[config.mk]
export PLATFORM = sky130hd
export DESIGN_NAME = serial_out_arbiter
export DESIGN_NICKNAME = d
export VERILOG_FILES = /design/src/rtl/serial_out_arbiter.sv
export SDC_FILE = /design/constraint.sdc
export NUM_CORES = 1
export LEC_CHECK = 0
export CORE_MARGIN = 3
export CORE_UTILIZATION = 40
export DETAILED_ROUTE_END_ITERATION = 7
export PLACE_DENSITY = 0.66
export SKIP_CTS_REPAIR_TIMING = 1
export SYNTH_ARGS = -nofsm -noshare
export SYNTH_HDL_FRONTEND = slang
export SYNTH_SLANG_ARGS = --single-unit
[constraint.sdc]
create_clock -name clk -period 2.1 [get_ports clk]
set_clock_uncertainty 0.2 [all_clocks]
set_input_delay 0.315 -clock clk [delete_from_list [all_inputs] [get_ports clk]]
set_output_delay 0.315 -clock clk [all_outputs]
set_load 0.01 [all_outputs]
[src/rtl/serial_out_arbiter.sv]
// serial_out_arbiter
//   Shares one serial output pin between two word producers (requester 0:
//   output register, requester 1: register-file dump). Grants round-robin in
//   IDLE, captures the granted word on valid/ready, shifts it out MSB-first
//   with a one-cycle start pulse and a source-ID bit, then holds GAP_CYCLES
//   idle cycles before returning to IDLE.
//
//   Optional build macro SERIAL_ARB_PARITY_EN appends one even-parity bit
//   (XOR of all data bits) after the last data bit of each frame.
//
// Parameters
//   WIDTH       data bits per frame (>= 2)
//   GAP_CYCLES  idle cycles forced after each frame (>= 0)
//
// Ports
//   clk, rst_n             fast system clock, async active-low reset
//   req0_valid/data/ready  requester 0 handshake (ready is combinational)
//   req1_valid/data/ready  requester 1 handshake (ready is combinational)
//   serial_out             registered serial data, MSB first
//   start                  registered, high during the first bit of a frame
//   src_id                 registered, source of the current frame
//   busy                   registered, high in SHIFT and GAP
module serial_out_arbiter #(
  parameter int unsigned WIDTH      = 8,
  parameter int unsigned GAP_CYCLES = 1
) (
  input  logic             clk,
  input  logic             rst_n,
  input  logic             req0_valid,
  input  logic [WIDTH-1:0] req0_data,
  output logic             req0_ready,
  input  logic             req1_valid,
  input  logic [WIDTH-1:0] req1_data,
  output logic             req1_ready,
  output logic             serial_out,
  output logic             start,
  output logic             src_id,
  output logic             busy
);

`ifdef SERIAL_ARB_PARITY_EN
  localparam int unsigned FLEN = WIDTH + 1;
`else
  localparam int unsigned FLEN = WIDTH;
`endif
  localparam int unsigned CW = $clog2(FLEN + 1);
  localparam int unsigned GW = $clog2(GAP_CYCLES + 2);

  typedef enum logic [1:0] {IDLE, SHIFT, GAP} state_t;

  state_t           state, state_n;
  logic [FLEN-1:0]  shreg, shreg_n, frame;
  logic [WIDTH-1:0] sel_data;
  logic [CW-1:0]    bit_cnt, bit_cnt_n;
  logic [GW-1:0]    gap_cnt, gap_cnt_n;
  logic             last_grant, last_grant_n;
  logic             src_n, so_n, start_n, busy_n;
  logic             grant0, grant1;

  // On a tie the requester that was not granted last wins.
  assign grant0     = req0_valid & (~req1_valid | last_grant);
  assign grant1     = req1_valid & (~req0_valid | ~last_grant);
  assign req0_ready = (state == IDLE) & grant0;
  assign req1_ready = (state == IDLE) & grant1;

  assign sel_data = req1_ready ? req1_data : req0_data;
`ifdef SERIAL_ARB_PARITY_EN
  assign frame = {sel_data, ^sel_data};
`else
  assign frame = sel_data;
`endif

  // Outputs are computed one cycle ahead and registered, so the first bit
  // appears in the cycle after the handshake and nothing is combinational
  // from the request inputs to the serial pins.
  always_comb begin
    state_n      = state;
    shreg_n      = shreg;
    bit_cnt_n    = bit_cnt;
    gap_cnt_n    = gap_cnt;
    last_grant_n = last_grant;
    src_n        = src_id;
    so_n         = 1'b0;
    start_n      = 1'b0;
    busy_n       = 1'b0;
    case (state)
      IDLE: begin
        if (req0_ready | req1_ready) begin
          state_n      = SHIFT;
          so_n         = frame[FLEN-1];
          shreg_n      = frame << 1;
          bit_cnt_n    = CW'(1);
          start_n      = 1'b1;
          busy_n       = 1'b1;
          last_grant_n = req1_ready;
          src_n        = req1_ready;
        end
      end
      SHIFT: begin
        if (bit_cnt == CW'(FLEN)) begin
          if (GAP_CYCLES > 0) begin
            state_n   = GAP;
            gap_cnt_n = GW'(1);
            busy_n    = 1'b1;
          end else begin
            state_n = IDLE;
          end
        end else begin
          so_n      = shreg[FLEN-1];
          shreg_n   = shreg << 1;
          bit_cnt_n = bit_cnt + 1'b1;
          busy_n    = 1'b1;
        end
      end
      GAP: begin
        if (gap_cnt == GW'(GAP_CYCLES)) begin
          state_n = IDLE;
        end else begin
          gap_cnt_n = gap_cnt + 1'b1;
          busy_n    = 1'b1;
        end
      end
      default: state_n = IDLE;
    endcase
  end

  always_ff @(posedge clk or negedge rst_n) begin
    if (!rst_n) begin
      state      <= IDLE;
      shreg      <= '0;
      bit_cnt    <= '0;
      gap_cnt    <= '0;
      last_grant <= 1'b1;
      src_id     <= 1'b0;
      serial_out <= 1'b0;
      start      <= 1'b0;
      busy       <= 1'b0;
    end else begin
      state      <= state_n;
      shreg      <= shreg_n;
      bit_cnt    <= bit_cnt_n;
      gap_cnt    <= gap_cnt_n;
      last_grant <= last_grant_n;
      src_id     <= src_n;
      serial_out <= so_n;
      start      <= start_n;
      busy       <= busy_n;
    end
  end

endmodule

==> impl_metrics.toml, run 1 <==
[clock_tree]
clk_path_buf_depth = 2
cts_num_sinks = 20
cts_made_buffers = 3
cts_tree = "built"
cts.clk_slew.worst_paths_ns = 0.12
clock_latency_ns = 0.30
h-tree-depth = 1
cts-root-buf = "clkbuf_4"

[timing]
slew_violations = 0
relSlewSlack_pct = 73.02
hold_viol = 0
rsz0062_at_grt = "no"
fin_setup_tns_ns = 0
timing.final.crit_share_pct = 86.79
period_minus_slack_ns = 1.823
finalSetupViolations = 0
fmax_mhz = 548.6
worst_slew_pin_slew_ns = 0.4034
holdWs_ns = 0.08640

[die]
initial_core_util_pct = 44.49
num_rows = 17
io_pins = 26
chipWidth_um = 57.02
coreArea_mm2 = 0.002340
fp.dieArea_mm2 = 0.003251
die-height_um = 57.02

[grt]
grt_start_max_net_pins = 13
first_global_vias = 880
antenna_found_initial = 0
globalRoute.totalOverflow = 0
grt_util_all_layers_pct = 14.86
grt_pass1_wl_mm = 3.774

[route]
drtIter0Drc = 3
viasPerCell = 5.199
vias = 863
wl_per_cell_um = 13.43
antenna_left = 0
dr.pass1.iters = 3
wl_mm = 2.229
post-route-drc-count = 0

[critical_path]
end_kind = "output port"
cp.arrival_ns = 1.31
r2r-start = "state[0]$_DFFE_PN0P_"
r2r_setup_slack_ns = 0.28
critPathLaunch = "state[0]$_DFFE_PN0P_"
critPathCapture = "req0_ready"
worstReg2RegEnd = "shreg[6]$_DFFE_PN0P_"
crit_path_start_kind = "flop"
critical_path_required_ns = 1.58
cp_max_fo = 4
criticalPathCategory = "reg -> out"
reg2regPathDepth = 6

[place]
gp_congestion = 0.7801
io_buffer_count = 25
hpwlAfterDp_mm = 1.709
placed_cells = 159

[synthesis]
async_flop_share_pct = 100.0
synthTopCellsByArea = "dfrtp_1 (46%), mux2i_1 (14%), a21oi_1 (4.8%)"
synthTopCellsByCount = "dfrtp_1 (19), mux2i_1 (15), a21oi_1 (10)"
synth_top_flop_cell = "dfrtp_1"
synthesis.instances = 102
seq_area_frac_synth_pct = 48.20
synth.most_common_cell = "dfrtp_1"
ys_seq_elements = 20
synth_top_area_share_pct = 45.67
syn_area_mm2 = 0.001041
yosysWarnings = 0
synth-edff-count = 0
synth_nets = 125
synth_largest_area_cell = "dfrtp_1"
syn_area_per_cell_um2 = 10.21
ys_types = 29

[finish]
num_antenna_cells = 0
stdcell_count = 166
area.growth.synth_to_final_pct = 38.82
drive_above_1_share_pct = 14.49
nNetsFinal = 162

[min_path]
holdCritPathClass = "in -> async"

[pwr]
ir_drop_mv = 1.063
p_leak_uw = 0.0007162
powerDensity_mw_per_mm2 = 1364

[status]
status = "finished clean"

[job]
cap_violations = 0
[cells in the final DEF (no fill, tap or decap), drive strengths merged]
| cell type | synthesis | layout |
|---|---|---|
| nor2b | 3 | 3 |
| clkbuf | 0 | 3 |
| a22oi | 1 | 1 |
| nand3b | 1 | 1 |
| a211oi | 1 | 1 |
| o21ai | 5 | 5 |
| a21o | 1 | 1 |
| nand2 | 7 | 7 |
| nor3b | 1 | 1 |
| and2 | 1 | 1 |
| clkdlybuf4s50 | 0 | 23 |
| dlymetal6s2s | 0 | 2 |
| nand2b | 4 | 4 |
| a21oi | 10 | 10 |
| o31ai | 1 | 1 |
| mux2i | 15 | 15 |
| nor2 | 5 | 5 |
| a31oi | 1 | 1 |
| a221oi | 1 | 1 |
| nand3 | 3 | 3 |
| o22ai | 2 | 2 |
| dfstp | 1 | 1 |
| dfrtp | 19 | 19 |
| buf | 3 | 10 |
| nor3 | 1 | 1 |
| bufinv | 0 | 1 |
| xor2 | 1 | 1 |
| inv | 10 | 10 |
| or2 | 1 | 1 |
| ha | 3 | 3 |
[metal layers]
metal / GRT usage [%] / share of wire [%] / vias to the layer above
met4: 3.974 / 0.58 / 0
met2: 24.96 / 50 / 15
met3: 5.204 / 4.4 / 2
met1: 18.14 / 45 / 423
li1: - / - / 423
met5: 0 / 0 / -
[cell families after synthesis]
logic type               synth area share [%]
buffers and inverters                   5.527
multiplexers                            14.42
XOR/XNOR                               0.8415
AND/OR/NAND/NOR                         13.34
adder cells (fa/ha/maj)                 3.606
AO/OA/AOI/OAI                           14.06
flip-flops                              48.20
[registers in the layout, indices dropped and copies added, names as in the netlist]
signal,flops
bit_cnt,4
busy,1
gap_cnt,2
last_grant,1
serial_out,1
shreg,7
src_id,1
start,1
state,2
[worst max-delay path, stage by stage, from the launching register on]
cell            delay [ns]
dfrtp_2               0.46
nor2_4                0.15
nand2_1               0.07
a21oi_1               0.15
dlymetal6s2s_1        0.18
[final cells by class]
cell class	count	area, µm²
timing repair buffer	35	330.3
sequential	20	503.0
multi-input combinational	69	486.7
tap	28	35.03
fill	207	894.6
clock inverter	1	30.03
clock buffer	3	22.52
inverter	10	37.54
[stage by stage]
step	area, µm²	util, %	total power [µW]	setup WS, ns
after floorplan	1041	-	1271	0.4545
after global placement	1359	58.07	1586	0.007884
after detailed placement	1359	58.07	1619	-0.05188
after CTS	1411	60.32	1945	-0.1863
after global routing	1445	61.76	2148	0.1288
final	1445	61.76	1971	0.2773
[worst min-delay path by stage]
stage,startpoint,to,slack (ns),cells after the start
6_report,rst_n,bit_cnt[0]$_DFFE_PN0P_,0.09,1
4_1_cts,rst_n,bit_cnt[0]$_DFFE_PN0P_,0.08,1
3_3_place_gp,bit_cnt[3]$_DFFE_PN0P_,bit_cnt[3]$_DFFE_PN0P_,0.30,2
3_5_place_dp,bit_cnt[3]$_DFFE_PN0P_,bit_cnt[3]$_DFFE_PN0P_,0.31,2
2_1_floorplan,rst_n,bit_cnt[0]$_DFFE_PN0P_,-0.18,0
5_1_grt,rst_n,bit_cnt[0]$_DFFE_PN0P_,0.08,1
[where the power goes]
group | switching, µW | internal, µW | total (µW) | leakage, µW
logic | 485 | 500 | 985 | 0.000454
registers | 105 | 564 | 669 | 0.000234
clock network | 124 | 193 | 317 | 0.0000279
(Power assumes the default switching activity.)
==> inputs of run 2 (changes only) <==
--- a/config.mk
+++ b/config.mk
@@ -8,6 +8,7 @@
 export CORE_MARGIN = 3
 export CORE_UTILIZATION = 40
 export DETAILED_ROUTE_END_ITERATION = 7
+export GPL_ROUTABILITY_DRIVEN = 1
 export PLACE_DENSITY = 0.66
 export SKIP_CTS_REPAIR_TIMING = 1
 export SYNTH_ARGS = -nofsm -noshare
==> results of run 2 <==
No change in the layout: final DEF, timing and power equal those of run 1.
==> inputs of run 3 (changes only) <==
--- a/config.mk
+++ b/config.mk
@@ -9,6 +9,7 @@
 export CORE_UTILIZATION = 40
 export DETAILED_ROUTE_END_ITERATION = 7
 export GPL_ROUTABILITY_DRIVEN = 1
+export GPL_TIMING_DRIVEN = 0
 export PLACE_DENSITY = 0.66
 export SKIP_CTS_REPAIR_TIMING = 1
 export SYNTH_ARGS = -nofsm -noshare
==> impl_metrics.toml, run 3 (synthesized netlist as in run 1, its figures left out) <==
[timing]
hold_viol = 0
fmax_mhz = 512.2
worst_slew_pin_slew_ns = 0.9022
fin_setup_tns_ns = 0
timing.final.crit_share_pct = 92.98
period_minus_slack_ns = 1.953
holdWs_ns = 0.2954
finalSetupViolations = 0
rsz0062_at_grt = "no"
relSlewSlack_pct = 39.66
slew_violations = 0

[finish]
layout_common_cells = "clkdlybuf4s50_1 (23), dfrtp_1 (17), mux2i_1 (15)"
layout_commonest_cell = "clkdlybuf4s50_1"
area.growth.synth_to_final_pct = 34.25
fill_cells = 205
multiInputGateArea_um2 = 486.7
seq_area_um2 = 504.2
top_regs = "shreg: 7 flops, bit_cnt: 4 flops"
regMostFlops = "shreg"
num_antenna_cells = 0
drive_above_1_share_pct = 12.69
nNetsFinal = 158
largest_reg_flops = 7

[die]
coreArea_mm2 = 0.002340
fp.dieArea_mm2 = 0.003251
num_rows = 17
chipWidth_um = 57.02
die-height_um = 57.02
initial_core_util_pct = 44.49
io_pins = 26

[critical_path]
cp.arrival_ns = 1.44
criticalPathCategory = "reg -> out"
critPathLaunch = "state[0]$_DFFE_PN0P_"
critical_path_required_ns = 1.58
crit_path_start_kind = "flop"
r2r-start = "bit_cnt[0]$_DFFE_PN0P_"
cp_max_fo = 10
end_kind = "output port"

[route]
vias = 834
drtIter0Drc = 15
dr.pass1.iters = 4
post-route-drc-count = 0
wl_mm = 2.133
wl_per_cell_um = 13.17
viasPerCell = 5.148
antenna_left = 0

[clock_tree]
clock_latency_ns = 0.31
cts_tree = "built"
cts_num_sinks = 20
cts-root-buf = "clkbuf_4"
cts.clk_slew.worst_paths_ns = 0.13
cts_made_buffers = 3
clk_path_buf_depth = 2
h-tree-depth = 1

[pwr]
ir_drop_mv = 0.7853
p_leak_uw = 0.0006883
powerDensity_mw_per_mm2 = 1305

[min_path]
holdCritPathClass = "in -> async"

[grt]
globalRoute.totalOverflow = 0
first_global_vias = 798
grt_util_all_layers_pct = 13.93
grt_pass1_wl_mm = 3.594
antenna_found_initial = 0
grt_start_max_net_pins = 21

[job]
cap_violations = 0

[place]
hpwlAfterDp_mm = 1.596
io_buffer_count = 25
gp_congestion = 0.7145

[status]
status = "finished clean"
-- run 3: cell types whose count changed in the layout (fill, tap and decap cells not counted) --
cell / before / now
bufinv_16: 1 / 0
clkbuf_8: 0 / 1
dfrtp_1: 18 / 17
buf_4: 10 / 5
buf_2: 0 / 1
dfrtp_2: 1 / 2
-- run 3: power by group --
part | leakage, µW | switching, µW | internal, µW
sequential | 0.000232 | 102 | 565
combinational | 0.000435 | 471 | 456
clock | 0.0000210 | 123 | 106
total | 0.000688 | 697 | 1130
-- run 3: metal layers --
metal	track usage (%)	share of wire (%)
met5	0	0
met4	1.987	0.61
met3	5.882	5.8
met2	22.51	48
met1	17.87	45
-- run 3: final timing paths --
check	endpoint	slack, ns	depth (start not counted)
setup / recovery	req1_ready	0.15	5
hold / removal	bit_cnt[2]$_DFFE_PN0P_	0.30	1
setup reg to reg	shreg[6]$_DFFE_PN0P_	0.25	6
hold reg to reg	shreg[1]$_DFFE_PN0P_	0.34	2
max in group asynchronous	state[1]$_DFFE_PN0P_	0.77	1
min in group clk	shreg[1]$_DFFE_PN0P_	0.34	2
-- run 3: area by class of cell --
cell class	instances	share of cell area [%]
well taps	28	2.507
inverters	10	2.686
clock buffers	4	2.596
repair buffers	28	19.87
plain buffers	3	1.432
flip-flops and latches	20	36.08
multi-input cells	69	34.83
-- run 3: worst max-delay path, cell delays in order, from the launching register on --
cell	delay, ns
dfrtp_2	0.46
nor2_4	0.17
nand3_1	0.10
buf_4	0.20
inv_1	0.06
dlymetal6s2s_1	0.15
-- run 3: through the flow --
stage | cell area (µm²) | setup slack (ns) | power (µW) | instances | util (%)
floorplan | 1041 | 0.4545 | 1271 | 102 | -
global placement | 1326 | -0.1386 | 1534 | 155 | 56.68
global route | 1398 | 0.01833 | 1980 | 162 | 59.73
CTS | 1363 | -0.4507 | 1794 | 159 | 58.24
finish | 1398 | 0.1475 | 1824 | 162 | 59.73
detailed placement | 1326 | -0.1699 | 1566 | 155 | 56.68
